**src/rtl/alu_control.sv**
```systemverilog
// alu_control: registered ALU operation decoder with one cycle of latency.
// The class code comes from main control (aluop_in). Within a class, funct7
// and funct3 are taken from the instruction. The opcode field never takes part
// in decoding.
// Optional build macro: ALU_CONTROL_MULDIV_EN. When it is defined, R-type
// funct7=0000001 decodes to MUL/DIV. When it is not defined, that funct7 is
// reported as illegal.
module alu_control (
  input  logic        clk,
  input  logic        rst_n,
  input  logic        in_valid,
  input  logic [31:0] instruction,
  input  logic [2:0]  aluop_in,
  output logic [2:0]  aluop,
  output logic        out_valid,
  output logic        illegal
);

  localparam logic [2:0] OP_ADD = 3'b000;
  localparam logic [2:0] OP_SUB = 3'b001;
`ifdef ALU_CONTROL_MULDIV_EN
  localparam logic [2:0] OP_MUL = 3'b010;
  localparam logic [2:0] OP_DIV = 3'b011;
`endif
  localparam logic [2:0] OP_AND = 3'b100;
  localparam logic [2:0] OP_OR  = 3'b101;
  localparam logic [2:0] OP_XOR = 3'b110;
  localparam logic [2:0] OP_SLT = 3'b111;

  localparam logic [2:0] CLS_R   = 3'b000;
  localparam logic [2:0] CLS_I   = 3'b001;
  localparam logic [2:0] CLS_MEM = 3'b010;
  localparam logic [2:0] CLS_BR  = 3'b011;

  localparam logic [6:0] F7_BASE   = 7'b0000000;
  localparam logic [6:0] F7_ALT    = 7'b0100000;
  localparam logic [6:0] F7_MULDIV = 7'b0000001;

  // Decode results are packed as {illegal, op}. An illegal combination
  // always drives ADD, so no input value can leave the op undefined.
  localparam logic [3:0] DEC_ILLEGAL = {1'b1, OP_ADD};

  logic [6:0] funct7_p0;
  logic [2:0] funct3_p0;
  logic [2:0] op_p0;
  logic       ill_p0;

  logic [2:0] aluop_p1;
  logic       ill_p1;
  logic       vld_p1;

  // The register-index and opcode fields are intentionally not part of the decode.
  logic       unused_instr_bits;
  assign unused_instr_bits = ^{instruction[24:15], instruction[11:0]};

  function automatic logic [3:0] legal(input logic [2:0] op);
    return {1'b0, op};
  endfunction

  function automatic logic [3:0] decode_r(input logic [6:0] f7, input logic [2:0] f3);
    logic [3:0] res;
    res = DEC_ILLEGAL;
    case (f7)
      F7_BASE: begin
        case (f3)
          3'b000:  res = legal(OP_ADD);
          3'b111:  res = legal(OP_AND);
          3'b110:  res = legal(OP_OR);
          3'b100:  res = legal(OP_XOR);
          3'b010:  res = legal(OP_SLT);
          default: res = DEC_ILLEGAL;
        endcase
      end
      F7_ALT: begin
        if (f3 == 3'b000) res = legal(OP_SUB);
      end
      F7_MULDIV: begin
`ifdef ALU_CONTROL_MULDIV_EN
        if (f3 == 3'b000)      res = legal(OP_MUL);
        else if (f3 == 3'b100) res = legal(OP_DIV);
`else
        res = DEC_ILLEGAL;
`endif
      end
      default: res = DEC_ILLEGAL;
    endcase
    return res;
  endfunction

  // I-type arithmetic has no SUB or MUL/DIV, so funct7 is ignored here.
  function automatic logic [3:0] decode_i(input logic [2:0] f3);
    logic [3:0] res;
    case (f3)
      3'b000:  res = legal(OP_ADD);
      3'b111:  res = legal(OP_AND);
      3'b110:  res = legal(OP_OR);
      3'b100:  res = legal(OP_XOR);
      3'b010:  res = legal(OP_SLT);
      default: res = DEC_ILLEGAL;
    endcase
    return res;
  endfunction

  function automatic logic [3:0] decode(input logic [2:0] cls, input logic [6:0] f7,
                                        input logic [2:0] f3);
    logic [3:0] res;
    case (cls)
      CLS_R:   res = decode_r(f7, f3);
      CLS_I:   res = decode_i(f3);
      CLS_MEM: res = legal(OP_ADD);
      CLS_BR:  res = legal(OP_SUB);
      default: res = DEC_ILLEGAL;
    endcase
    return res;
  endfunction

  // Stage p0: combinational field extraction and decode
  always_comb begin
    funct7_p0         = instruction[31:25];
    funct3_p0         = instruction[14:12];
    {ill_p0, op_p0}   = decode(aluop_in, funct7_p0, funct3_p0);
  end

  // Stage p1: register result; hold op/illegal across idle cycles, pulse valid
  always_ff @(posedge clk or negedge rst_n) begin
    if (!rst_n) begin
      aluop_p1 <= OP_ADD;
      ill_p1   <= 1'b0;
      vld_p1   <= 1'b0;
    end else begin
      vld_p1 <= in_valid;
      if (in_valid) begin
        aluop_p1 <= op_p0;
        ill_p1   <= ill_p0;
      end
    end
  end

  assign aluop     = aluop_p1;
  assign illegal   = ill_p1;
  assign out_valid = vld_p1;

endmodule

```
**config.mk**
```make
export PLATFORM = sky130hd
export DESIGN_NAME = alu_control
export DESIGN_NICKNAME = d
export VERILOG_FILES = /design/src/rtl/alu_control.sv
export SDC_FILE = /design/constraint.sdc
export NUM_CORES = 1
export LEC_CHECK = 0
export CAP_MARGIN = 20
export CORE_MARGIN = 2
export CORE_UTILIZATION = 24
export DETAILED_ROUTE_END_ITERATION = 12
export PLACE_DENSITY = 0.8
export SYNTH_ARGS = -nofsm -noshare
export SYNTH_HDL_FRONTEND = slang
export SYNTH_SLANG_ARGS = --single-unit
```
**constraint.sdc**
```tcl
create_clock -name clk -period 0.95 [get_ports clk]
set_clock_uncertainty 0.2 [all_clocks]
set_input_delay 0.095 -clock clk [delete_from_list [all_inputs] [get_ports clk]]
set_output_delay 0.095 -clock clk [all_outputs]
set_load 0.1 [all_outputs]
```
# Yosys cells after proc, flatten, opt, wreduce, memory -nomap -nowiden

Cells that the tools add are included.

Memories kept: 0
RAM bits: 0
Bits in latches: 0
Input bits: 38
Word-level logic and storage cells: 18
Output and inout port bits: 5
Bits in registers: 5
ROM bits: 0

Add/sub/neg operators: 0
Divide/modulo/power cells: 0
Muxes and demuxes: 4
Eq/ne operators: 8
Bitwise logic cells: 0
Reductions and logical operators: 3
Magnitude comparators: 0
Shift operators: 0
$mul: 0

Operators by type and width:

| operator                                                               | number |
|---|---|
| 4-bit one-hot mux with 5 select lines                                  | 1 |
| 4-bit one-hot mux with 4 select lines                                  | 1 |
| 3-bit by 2-bit equality test with 1-bit output (second input constant) | 3 |
| 3-bit equality test (second input constant)                            | 3 |
| 4-bit one-hot mux with 2 select lines                                  | 1 |
| 7-bit by 6-bit equality test with 1-bit output (second input constant) | 1 |
| 7-bit zero test                                                        | 1 |
| 3-bit zero test                                                        | 2 |
| 4-bit 2-to-1 mux                                                       | 1 |
| 3-bit by 1-bit equality test with 1-bit output (second input constant) | 1 |

# Logic depth before layout (Yosys ltp)

Depth in word-level cells: 4
Depth in mapped cells: 4
Depth with buffers taken out: 4

# Worst setup path after synthesis

Ideal clock, no wire load.

Path type: reg-to-reg
Start: reg illegal (netlist name)
End: reg ill_p1, in the netlist illegal
Setup time: 0.086 ns
Arrival: 1.221 ns
Required time: 0.664 ns
Cell stages (with the launch flop): 3
Slack: -0.557 ns
Path buffers: 0
Clock period less this slack: 1.507 ns
Cells stage by stage: dfrtp_1 > o21ai_0 > nor3_1

RTL lines:

| item                 | RTL line | RTL |
|---|---|---|
| to (signal assigned) | 134      | `ill_p1 <= ill_p0;` |
| to (decl)            | 49       | `logic ill_p1;` |

# Final worst setup path

Start: reg aluop_p1[2], in the netlist aluop[2]
End: out aluop[2]

RTL lines:

| item                   | RTL line | RTL |
|---|---|---|
| from (decl)            | 48       | `logic [2:0] aluop_p1;` |
| from (signal assigned) | 133      | `aluop_p1 <= op_p0;` |
| to (decl)              | 14       | `output logic [2:0] aluop,` |

No word-level cell between the ends.

==> metrics.csv <==
metric;value;unit
antenna viol nets, final;0;
fin. max-slew vios;0;
asr flop ratio synth;1.000;
VDD IR max;0.0004004;V
DR iter-0 viols;3;
Crit path arrival time;890;ps
I/O Buffers;20;
clock period minus worst slack;1188;ps
Peak Freq;841.7;MHz
worst hold margin;-121.6;ps
unrepaired setup endpoints after global routing;yes;
hpwl dp;739.2;um
Synth area leader;dfrtp_1;
Netlist cell types;21;
first-pass GRT wire length;1.711;mm
CP max FO;2;
Die Ht;40.96;um
Post-synth EDFFs;0;
Setup TNS Final;-1714;ps
status;complete, but fails checks;
remaining global-route overflow;0;
Max stage delay cell, worst path;dfrtp_4;
leakage power;0.3513;nW
crit path cell chain;buf_12;
Nets;112;
total track usage;0.1635;
syn_nets;71;
Total Routed Length;1.167;mm
slowest cell delay on critical path;480;ps
Design Area, Final;823.3;sq um
Layout area overhead;151.1;%
most frequent cells in the layout;16 x buf_4, 5 x buf_2, 5 x buf_12, 4 x dfrtp_4, 4 x buf_6;
power consumption;0.0008590;W
CTS sink count;5;
worst hold-check path type;primary input to async pin;
H-Tree Depth;1;
Root Buffer;clkbuf_4;
Rows;13;
Initial Util;0.2551;
mean post-synth cell area;9.934;sq um
synthesized area;327.8;sq um
Post-Place Cell Area;695.7;sq um
Place WS;-755.0;ps
CTS Buffer Depth;2;
setup ws final;-238.0;ps
drt wl/cell;13.26;um
final hold violation count;6;
failing checks;hold timing, setup timing;
Worst EP required;650;ps
Residual DRC;0;
largest net degree at the start of global routing;7;
fin crit share;1.251;
ratio of routed vias to standard cells;4.943;
Max Cap Viol;0;
pwr/cell area;1043;mW/mm^2
initial antenna violation count;0;
total CTS buffers;3;
post-synth top area share;0.3817;
Core Box Area;0.001285;sq mm
startpoint types;flip-flop;
sequential area share after synthesis;0.3817;
1st-pass router iterations;2;
FF+latch count, synth;5;
CP Buf/Inv Count;1;
main area contributors after synthesis;dfrtp_1 38%, nor4_4 6.5%, o41ai_2 5.0%;
Setup CP Type;flip-flop to output pin;
GPL Wtd Cong;0.8044;
commonest non-fill, non-tap cell in the layout;buf_4;
main flop type after synthesis;dfrtp_1;
Syn Inst Count;33;
Top delay family on crit path;flip-flops;
YS warnings;0;
clock-pin slew on the worst setup and hold paths;40;ps
Slew headroom;0.8354;
CP Capture Type;output pin;
I/O pin count;43;
DIE AREA;0.001677;sq mm
measured slew at the worst slew-check pin;244.2;ps
CTS tree;done;
clk_lat worst skew;240;ps
Vias;435;
DIE WIDTH;40.96;um
vias in the first global route;428;
layout cells sized above 1;0.8082;
number of antenna diodes;0;
final setup vio count;9;
-- through the flow --
stage               utilization  std cells
floorplan                     -         33
global placement         0.5414         79
detailed placement       0.5414         79
CTS                      0.5891         86
global route             0.6407         88
finish                   0.6407         88
-- cells by family after synthesis --
kind of cell	after synthesis	synth area share
buffers and inverters	4	0.04579
adders and majority gates	1	0.03054
xor gates and xnor gates	1	0.02672
DFF	5	0.3817
AOI/OAI and AO/OA	9	0.2176
and+or+nand+nor	13	0.2977
-- sequential cells by signal, summed over array words and instances (netlist names) --
register / count
aluop: 3
out_valid: 1
illegal: 1
-- layer usage --
| layer | track usage | vias up | share of wire |
|---|---|---|---|
| met4 | 0.1833 | 0 | 0.035 |
| met3 | 0 | 4 | 0.042 |
| met5 | 0 | - | 0 |
| li1 | - | 205 | - |
| met2 | 0.2930 | 19 | 0.60 |
| met1 | 0.1584 | 207 | 0.32 |
-- final timing paths --
kind / from / to / slack (ps) / cells after the start
setup / recovery: aluop[2]$_DFFE_PN0P_ / aluop[2] / -240 / 1
hold / removal: rst_n / illegal$_DFFE_PN0P_ / -120 / 1
setup reg to reg: aluop[1]$_DFFE_PN0P_ / aluop[1]$_DFFE_PN0P_ / -180 / 4
hold reg to reg: aluop[2]$_DFFE_PN0P_ / aluop[2]$_DFFE_PN0P_ / 460 / 3
max in group asynchronous: rst_n / aluop[1]$_DFFE_PN0P_ / 450 / 1
min in group clk: in_valid / out_valid$_DFF_PN0_ / -40 / 2
-- layout make-up --
cell class,count,area [sq um]
clock buffer,4,26.28
timing repair buffer,36,344.1
multi-input combinational,24,277.8
sequential,5,141.4
inverter,4,15.01
tap,15,18.77
fill,102,461.7
-- Yosys cell counts (2+ instances only) --
master,n
inv_1,4
or4_1,2
nor3_1,3
nor2_1,2
dfrtp_1,5
a21oi_1,2
-- where the power goes --
| group | total (W) | leakage, nW | switching (W) | internal (W) |
|---|---|---|---|---|
| logic | 0.000368 | 0.280 | 0.000197 | 0.000171 |
| clock network | 0.000244 | 0.0150 | 0.0000853 | 0.000159 |
| registers | 0.000247 | 0.0563 | 0.0000125 | 0.000234 |
| total | 0.000859 | 0.351 | 0.000295 | 0.000564 |
-- what timing repair did --
item	CTS	global route
buffers inserted	3	2
resized for setup	46	25
pin swaps	10	13
hold endpoints to repair	6	6
endpoints found under the setup margin	9	9
No activity file was read; power rests on OpenSTA's default activity.
